File: src/rtl/wash_cycle_controller.sv
// Washing-machine preset store and cycle sequencer.
//
// Holds 2**PRESET_AW programmable presets. Each preset has wash, rinse, spin and cloth fields.
// The selected preset is read out combinationally, and its wash+rinse+spin total is read out
// registered. A start command runs the selected preset as a timed wash -> rinse -> spin
// sequence. Phases with a zero time are skipped. A tick prescaler divides the clock into time
// units. The sequence can be aborted, and it pulses done when it completes.
//
// Ports:
//   clk        system clock
//   rst_n      synchronous active-low reset (clears presets and all sequencing state)
//   wr_en      write wash_in/rinse_in/spin_in/cloth_in into preset sel
//   sel        preset select for write, readout and start
//   wash_in    wash time to store
//   rinse_in   rinse time to store
//   spin_in    spin time to store
//   cloth_in   cloth code to store
//   start      begin running preset sel (ignored while busy)
//   abort      terminate the running cycle without a done pulse
//   wash_out   stored wash time of preset sel (combinational)
//   rinse_out  stored rinse time of preset sel (combinational)
//   spin_out   stored spin time of preset sel (combinational)
//   cloth_out  stored cloth code of preset sel (combinational)
//   total_time registered wash+rinse+spin of preset sel
//   phase      0 idle, 1 wash, 2 rinse, 3 spin
//   remaining  time units left in the running cycle
//   busy       phase != 0
//   done       one-cycle completion pulse
module wash_cycle_controller #(
  parameter int unsigned PRESET_AW = 2,
  parameter int unsigned TIME_W    = 5,
  parameter int unsigned TICK_DIV  = 1
) (
  input  logic                 clk,
  input  logic                 rst_n,
  input  logic                 wr_en,
  input  logic [PRESET_AW-1:0] sel,
  input  logic [TIME_W-1:0]    wash_in,
  input  logic [TIME_W-1:0]    rinse_in,
  input  logic [TIME_W-1:0]    spin_in,
  input  logic [TIME_W-1:0]    cloth_in,
  input  logic                 start,
  input  logic                 abort,
  output logic [TIME_W-1:0]    wash_out,
  output logic [TIME_W-1:0]    rinse_out,
  output logic [TIME_W-1:0]    spin_out,
  output logic [TIME_W-1:0]    cloth_out,
  output logic [TIME_W+1:0]    total_time,
  output logic [1:0]           phase,
  output logic [TIME_W+1:0]    remaining,
  output logic                 busy,
  output logic                 done
);

  localparam int NumPresets = 2 ** PRESET_AW;
  localparam int unsigned SumW  = TIME_W + 2;
  // Keep the prescaler at least one bit wide so TICK_DIV=1 still elaborates cleanly.
  localparam int unsigned TickW = (TICK_DIV > 1) ? $clog2(TICK_DIV) : 1;
  localparam logic [TickW-1:0] TickMax = TickW'(TICK_DIV - 1);

  localparam logic [1:0] StIdle  = 2'd0;
  localparam logic [1:0] StWash  = 2'd1;
  localparam logic [1:0] StRinse = 2'd2;
  localparam logic [1:0] StSpin  = 2'd3;

  // ---------------------------------------------------------------------------
  // Preset storage
  // ---------------------------------------------------------------------------
  logic [TIME_W-1:0] wash_mem_q  [NumPresets];
  logic [TIME_W-1:0] rinse_mem_q [NumPresets];
  logic [TIME_W-1:0] spin_mem_q  [NumPresets];
  logic [TIME_W-1:0] cloth_mem_q [NumPresets];

  always_ff @(posedge clk) begin
    if (!rst_n) begin
      for (int i = 0; i < NumPresets; i++) begin
        wash_mem_q[i]  <= '0;
        rinse_mem_q[i] <= '0;
        spin_mem_q[i]  <= '0;
        cloth_mem_q[i] <= '0;
      end
    end else if (wr_en) begin
      wash_mem_q[sel]  <= wash_in;
      rinse_mem_q[sel] <= rinse_in;
      spin_mem_q[sel]  <= spin_in;
      cloth_mem_q[sel] <= cloth_in;
    end
  end

  assign wash_out  = wash_mem_q[sel];
  assign rinse_out = rinse_mem_q[sel];
  assign spin_out  = spin_mem_q[sel];
  assign cloth_out = cloth_mem_q[sel];

  // Widened before adding so that three maximal fields cannot overflow.
  logic [SumW-1:0] sel_sum;
  assign sel_sum = {2'b00, wash_out} + {2'b00, rinse_out} + {2'b00, spin_out};

  logic [SumW-1:0] total_q;

  always_ff @(posedge clk) begin
    if (!rst_n) begin
      total_q <= '0;
    end else begin
      total_q <= sel_sum;
    end
  end

  assign total_time = total_q;

  // ---------------------------------------------------------------------------
  // Cycle sequencer
  // ---------------------------------------------------------------------------
  logic [1:0]        phase_q, phase_d;
  logic [TIME_W-1:0] wash_cnt_q, wash_cnt_d;
  logic [TIME_W-1:0] rinse_cnt_q, rinse_cnt_d;
  logic [TIME_W-1:0] spin_cnt_q, spin_cnt_d;
  logic [SumW-1:0]   remaining_q, remaining_d;
  logic [TickW-1:0]  tick_q, tick_d;
  logic              done_q, done_d;
  logic              tick;

  assign tick = (tick_q == TickMax);

  always_comb begin
    phase_d     = phase_q;
    wash_cnt_d  = wash_cnt_q;
    rinse_cnt_d = rinse_cnt_q;
    spin_cnt_d  = spin_cnt_q;
    remaining_d = remaining_q;
    tick_d      = tick_q;
    done_d      = 1'b0;

    if (phase_q == StIdle) begin
      // Abort beats start. The latch reads the pre-write preset because storage updates on
      // this same edge.
      if (start && !abort) begin
        wash_cnt_d  = wash_out;
        rinse_cnt_d = rinse_out;
        spin_cnt_d  = spin_out;
        remaining_d = sel_sum;
        tick_d      = '0;
        if (wash_out != '0) begin
          phase_d = StWash;
        end else if (rinse_out != '0) begin
          phase_d = StRinse;
        end else if (spin_out != '0) begin
          phase_d = StSpin;
        end else begin
          done_d = 1'b1;
        end
      end
    end else if (abort) begin
      phase_d     = StIdle;
      remaining_d = '0;
      tick_d      = '0;
    end else begin
      tick_d = tick ? '0 : tick_q + TickW'(1);
      if (tick) begin
        remaining_d = remaining_q - SumW'(1);
        case (phase_q)
          StWash: begin
            wash_cnt_d = wash_cnt_q - TIME_W'(1);
            if (wash_cnt_q == TIME_W'(1)) begin
              if (rinse_cnt_q != '0) begin
                phase_d = StRinse;
              end else if (spin_cnt_q != '0) begin
                phase_d = StSpin;
              end else begin
                phase_d = StIdle;
              end
            end
          end
          StRinse: begin
            rinse_cnt_d = rinse_cnt_q - TIME_W'(1);
            if (rinse_cnt_q == TIME_W'(1)) begin
              phase_d = (spin_cnt_q != '0) ? StSpin : StIdle;
            end
          end
          default: begin
            spin_cnt_d = spin_cnt_q - TIME_W'(1);
            if (spin_cnt_q == TIME_W'(1)) begin
              phase_d = StIdle;
            end
          end
        endcase
        // Only a completed last phase returns to idle along this path.
        if (phase_d == StIdle) begin
          done_d = 1'b1;
        end
      end
    end
  end

  always_ff @(posedge clk) begin
    if (!rst_n) begin
      phase_q     <= StIdle;
      wash_cnt_q  <= '0;
      rinse_cnt_q <= '0;
      spin_cnt_q  <= '0;
      remaining_q <= '0;
      tick_q      <= '0;
      done_q      <= 1'b0;
    end else begin
      phase_q     <= phase_d;
      wash_cnt_q  <= wash_cnt_d;
      rinse_cnt_q <= rinse_cnt_d;
      spin_cnt_q  <= spin_cnt_d;
      remaining_q <= remaining_d;
      tick_q      <= tick_d;
      done_q      <= done_d;
    end
  end

  assign phase     = phase_q;
  assign remaining = remaining_q;
  assign busy      = (phase_q != StIdle);
  assign done      = done_q;

endmodule
File: config.mk
export PLATFORM = sky130hd
export DESIGN_NAME = wash_cycle_controller
export DESIGN_NICKNAME = d
export VERILOG_FILES = /design/src/rtl/wash_cycle_controller.sv
export SDC_FILE = /design/constraint.sdc
export NUM_CORES = 1
export LEC_CHECK = 0
export BUFFER_PORTS_ARGS = -buffer_cell sky130_fd_sc_hd__clkbuf_2
export CAP_MARGIN = 0
export CORE_MARGIN = 2
export CORE_UTILIZATION = 47
export CTS_CLUSTER_DIAMETER = 80
export CTS_CLUSTER_SIZE = 16
export DETAILED_ROUTE_END_ITERATION = 8
export GPL_TIMING_DRIVEN = 0
export HOLD_SLACK_MARGIN = 0.06
export PLACE_DENSITY = 0.66
export SYNTH_ARGS = -nofsm -noshare
export SYNTH_HDL_FRONTEND = slang
export SYNTH_SLANG_ARGS = --single-unit
File: constraint.sdc
create_clock -name clk -period 5.2 [get_ports clk]
set_clock_uncertainty 0.15 [all_clocks]
set_input_delay 1.04 -clock clk [delete_from_list [all_inputs] [get_ports clk]]
set_output_delay 1.04 -clock clk [all_outputs]
set_load 0.05 [all_outputs]
# Yosys cells after proc, flatten, opt, wreduce, memory -nomap -nowiden
# Memory sizes are Yosys's and may differ from the RTL's.
# Index checks and enable logic that the tools add are counted.
# op_classes
addsub	7
eq_ne	11
n_mux	63
n_reduce_logical	22
# ops
op	count
$mux W5	19
$mux W2	19
$mux W7	4
$reduce_bool A5 Y1	5
$mux W1	20
$reduce_or A5 Y1	4
$eq A5 B1 Y1 const B	3
$sub A5 B1 Y5 const B	3
$reduce_and A4 Y1	3
$ne A2 B1 Y1 const B	4
$add A6 B5 Y7	1
$sub A7 B1 Y7 const B	1
$add A5 B5 Y6	1
$reduce_bool A2 Y1	3
$logic_not A2 Y1	2
$ne A4 B1 Y1 const B	1
$pmux W2 S2	1
$ne A3 B2 Y1 const B	1
$reduce_and A3 Y1	1
$eq A2 B1 Y1 const B	1
$eq A2 B2 Y1 const B	1
$reduce_and A2 Y1	1
$reduce_or A2 Y1	1
$add A1 B1 Y1 const B	1
2 further kinds	2
# word_totals
inputBits	27
mem_bits_rw	80
word_cells	115
memories	4
output_inout_bits	38
ff_bits	33
# memory_table
name	depth	word_bits	read_ports	rd_ports_with_merged_regs	write_ports	line	text
cloth_mem_q	4	5	1	0	4	72	logic [TIME_W-1:0] cloth_mem_q [NumPresets];
rinse_mem_q	4	5	1	0	4	70	logic [TIME_W-1:0] rinse_mem_q [NumPresets];
spin_mem_q	4	5	1	0	4	71	logic [TIME_W-1:0] spin_mem_q [NumPresets];
wash_mem_q	4	5	1	0	4	69	logic [TIME_W-1:0] wash_mem_q [NumPresets];

# Logic depth before layout (Yosys ltp)
# depth
depth_word	13
depth_mapped	15
ltp_nobuf	13

# Least setup slack after synthesis
# No wires, ideal clock.
# synth_timing
path_kind	input -> register
startpoint	in sel[1]
endpoint	reg remaining_q[5], in the netlist remaining[5]
n_path_buf	2
required_time_ns	4.922
path_stages	13
path_slack_ns	0.821
t_arrival_ns	4.101
setup_time_ns	0.128
cell_sequence	clkbuf_1 -> buf_1 -> mux4_2 -> fa_1 -> ha_1 -> inv_1 -> fa_1 -> nor2b_1 -> o21ai_0 -> a21boi_0 -> o32a_1 -> a2bb2oi_1 -> nor2_1
# synth_via
elab_chain_len	5
word_cells_on_any_way	7
cone_classes	add/sub: 2; mux: 2; memory: 3
# synth_rtl
element	line	text
start, declared	37	input logic [PRESET_AW-1:0] sel,
$mem_v2 Z4 W5	--	
named net wash_out[1]	44	output logic [TIME_W-1:0] wash_out,
$add A5 B5 Y6	97	assign sel_sum = {2'b00, wash_out} + {2'b00, rinse_out} + {2'b00, spin_out};
$add A6 B5 Y7	97	
$mux W7	137	if (start && !abort) begin
$mux W7	134	if (phase_q == StIdle) begin
end signal, assigned	209	remaining_q <= remaining_d;
end, declared	118	logic [SumW-1:0] remaining_q, remaining_d;
# The timed path passes the listed nets, and every way through them passes these cells. The select of a mux whose other input is x is not followed.
# A chain may end at the register's enable or synchronous reset.

# Worst setup path in the final report
# layout_timing
startpoint	in sel[1]
endpoint	reg remaining_q[5], in the netlist remaining[5]
# layout_via
elab_chain_len	5
word_cells_on_any_way	7
cone_classes	add/sub: 2; mux: 2; memory: 3
# layout_rtl
element	line
$mem_v2 Z4 W5, on equally long branches	--
$add A5 B5 Y6	97
$add A6 B5 Y7 *	97
$mux W7 *	137
$mux W7 *	134
# Every way passes the cells marked *; elsewhere a longest branch is shown, timed or not. The select of a mux whose other input is x is not followed.

==> run metrics <==
Final period util=0.8676; worst slew pin tran=1.181 ns; post-CTS setup repair buffer count=0; vias per cell=5.745; final setup margin=0.6887 ns; GP Congestion=0.8607; overall power=2.655 mW; Site Rows=40; max-slew violation count=0; core area=11,910 µm²; initial antenna violation count=0; Net Count, Synth=532; post-synthesis xor/xnor area fraction=0.01077; Max VDD drop=0.2891 mV; cts hold-fix bufs=0; power per cell area=411.4 nW/µm²; first-pass GRT wire length=21,320 µm; Fin Hold WS=0.3713 ns; Setup TNS=0 ns; Hold WC Path Type=reg2reg; crit-path max cell delay=0.58 ns; DRT Wirelength=13,710 µm; CTS max path bufs=2; Syn Inst Count=483; clock sink count=112; # fillers=1,066; nets=604; maximum clock frequency=0.2217 GHz; via count=4,062; antenna cells=0; Adder-Cell Fraction of Synth Area=0.05629; Max-Cap Viols=0; maximum number of pins on one net before global-route repair=21; CP dominant cell by count=fa_1; Syn Std Cell Area=5690 µm²; Total GRT Usage=0.2209; Syn Area/Cell=11.78 µm²; die width=114.0 µm; DP Worst Slack=0.3228 ns; critical path type=in2reg; Synth Area in Simple Gates=0.1906; Tmin final=4.511 ns; register area share after synthesis=0.5347; CTS root buf=clkbuf_16; failing checks=DRC; clock transition at the registers of the reported paths=0.07 ns; vias in the first global route=3,984; Leak=2.506 nW; number of flops mapped to enable cells by yosys=80; fraction of final layout cells sized beyond drive strength 1=0.1911; Setup violations, final=0; CP top delay family=adder cells; CP Buf/Inv Count=3; compound-cell area share of the yosys netlist=0.08355; Area growth syn-to-layout=13.39%; First-pass DRT Iterations=7; Worst EP arrival=4.58 ns; worst relative slew slack=0.2125; Synth Flop Type=edfxtp_1; die area=13,000 µm²; multiplexer share of the synthesized area=0.08553; RSZ-0062 raised after global routing=false; total grt overflow=0; DRC viols=1; peak fanout along the critical path=10; Seq cells post-synth=112; register area=3043 µm²; critical path capture point type=register; Initial Util=0.4777; H-Tree Depth=3; largest family of logic cells by synthesized area=simple AND/OR/NAND/NOR gates; Synth cell types=59; die height=114.0 µm; CTS tree=done; io pins=65; antenna-violating nets left=0; Iter 0 DRT Violations=395; Fin. Hold Viols=0; CP startpoint kind=primary input; CP max stage cell=fa_1; post-DP HPWL=9501 µm; worst skew pair latency=0.35 ns; routed len/inst=19.39 µm; CP cell instances=clkbuf_1 -> buf_1 -> mux4_2 -> fa_1 -> ha_1 -> inv_1 -> fa_1 -> nor2b_1 -> o21ai_0 -> a21boi_0 -> o32a_1 -> a2bb2oi_1 -> nor2_1; multi-input logic area=2429 µm²; fin util=0.5417; critical path required time=5.27 ns; post-cts gate resize count=0; synth warn=0; status=finished, violations left; TritonCTS Buffers=9; asr flop ratio synth=0; Buffers on Ports=61
==> per-layer routing <==
metal / share of wire / vias up / wire (µm) / track usage
met5: 0 / - / 0 / 0
met4: 0.011 / 0 / 151 / 0.06341
met3: 0.060 / 13 / 822 / 0.04942
met2: 0.52 / 151 / 7068 / 0.3817
met1: 0.41 / 2000 / 5668 / 0.2800
li1: - / 1898 / - / -
==> cell usage after synthesis (7+ instances only) <==
cell type,count,area [µm²]
ha_1,16,200.2
clkbuf_1,23,86.33
nor3_1,9,45.04
nor2_1,46,172.7
a211oi_1,7,52.55
and3_1,20,125.1
o21ai_0,10,50.05
nand3_1,9,45.04
dfxtp_1,32,640.6
mux4_2,19,427.9
a21oi_1,19,95.09
inv_1,17,63.81
nand2_1,23,86.33
and2_1,62,387.9
edfxtp_1,80,2402
==> cell type report <==
type / count / share of cell area
Clock buffer: 11 / 0.03607
Multi-Input combinational cell: 320 / 0.3764
Buffer: 30 / 0.02172
Inverter: 21 / 0.01222
Sequential cell: 112 / 0.4716
Tap cell: 147 / 0.02850
Clock inverter: 5 / 0.006205
Timing Repair Buffer: 61 / 0.04731
==> registers in the layout, indices dropped and copies added, names as in the netlist <==
signal and flops:
wash_mem_q 20, phase 2, remaining 7, spin_cnt_q 5, rinse_mem_q 20, cloth_mem_q 20, wash_cnt_q 5, spin_mem_q 20
rinse_cnt_q 5, total_time 7, done 1
==> through the flow <==
step / instances / instance area, µm²
finish: 707 / 6452
global route: 707 / 6452
CTS: 707 / 6452
detailed placement: 691 / 6180
global placement: 691 / 6180
floorplan: 483 / 5690
==> where the power goes <==
part | leakage (nW) | switching, mW | internal [mW] | total, mW
clock network | 0.128 | 0.325 | 0.330 | 0.655
logic | 1.33 | 0.594 | 0.290 | 0.884
registers | 1.04 | 0.0563 | 1.06 | 1.12
==> cells by family after synthesis <==
logic type | Yosys count
multiplexers | 23
buffers and inverters | 51
AND/OR/NAND/NOR | 195
flip-flops | 112
adder cells (fa/ha/maj) | 22
XOR/XNOR | 7
AO/OA/AOI/OAI | 73
==> worst register-to-register path, stage by stage, from the launching register on <==
cell,delay [ns]
edfxtp_1,0.36
mux4_2,0.61
fa_1,0.58
ha_1,0.17
inv_1,0.05
fa_1,0.39
nor2b_1,0.12
o21ai_0,0.11
a21boi_0,0.29
o32a_1,0.21
a2bb2oi_1,0.15
nor2_1,0.05
==> placed cells by master, fill, tap and decap left out, drive strengths merged, types with 3 or more instances in the layout <==
master  count
ha         16
a211oi      7
nand4       4
fa          6
buf         7
and3       20
and2       62
dfxtp      32
nor3b       4
a31oi       4
xnor2       5
nand3      10
mux4       20
nand2      23
nor2       46
nor4        3
o21ai      16
a22oi       6
nor2b       3
a22o        6
clkbuf     95
nand2b      3
a21oi      19
nor3        9
inv        22
edfxtp     80
==> final timing paths <==
check                                      start        endpoint  slack, ns  depth (start not counted)
worst min-delay path              rinse_cnt_q[1]  rinse_cnt_q[1]       0.37                          2
worst max-delay path                      sel[1]    remaining[5]       0.69                         13
worst min register to register    rinse_cnt_q[1]  rinse_cnt_q[1]       0.37                          2
worst max register to register  wash_mem_q[3][1]    remaining[5]       1.82                         11
No activity file was read; power rests on OpenSTA's default activity.
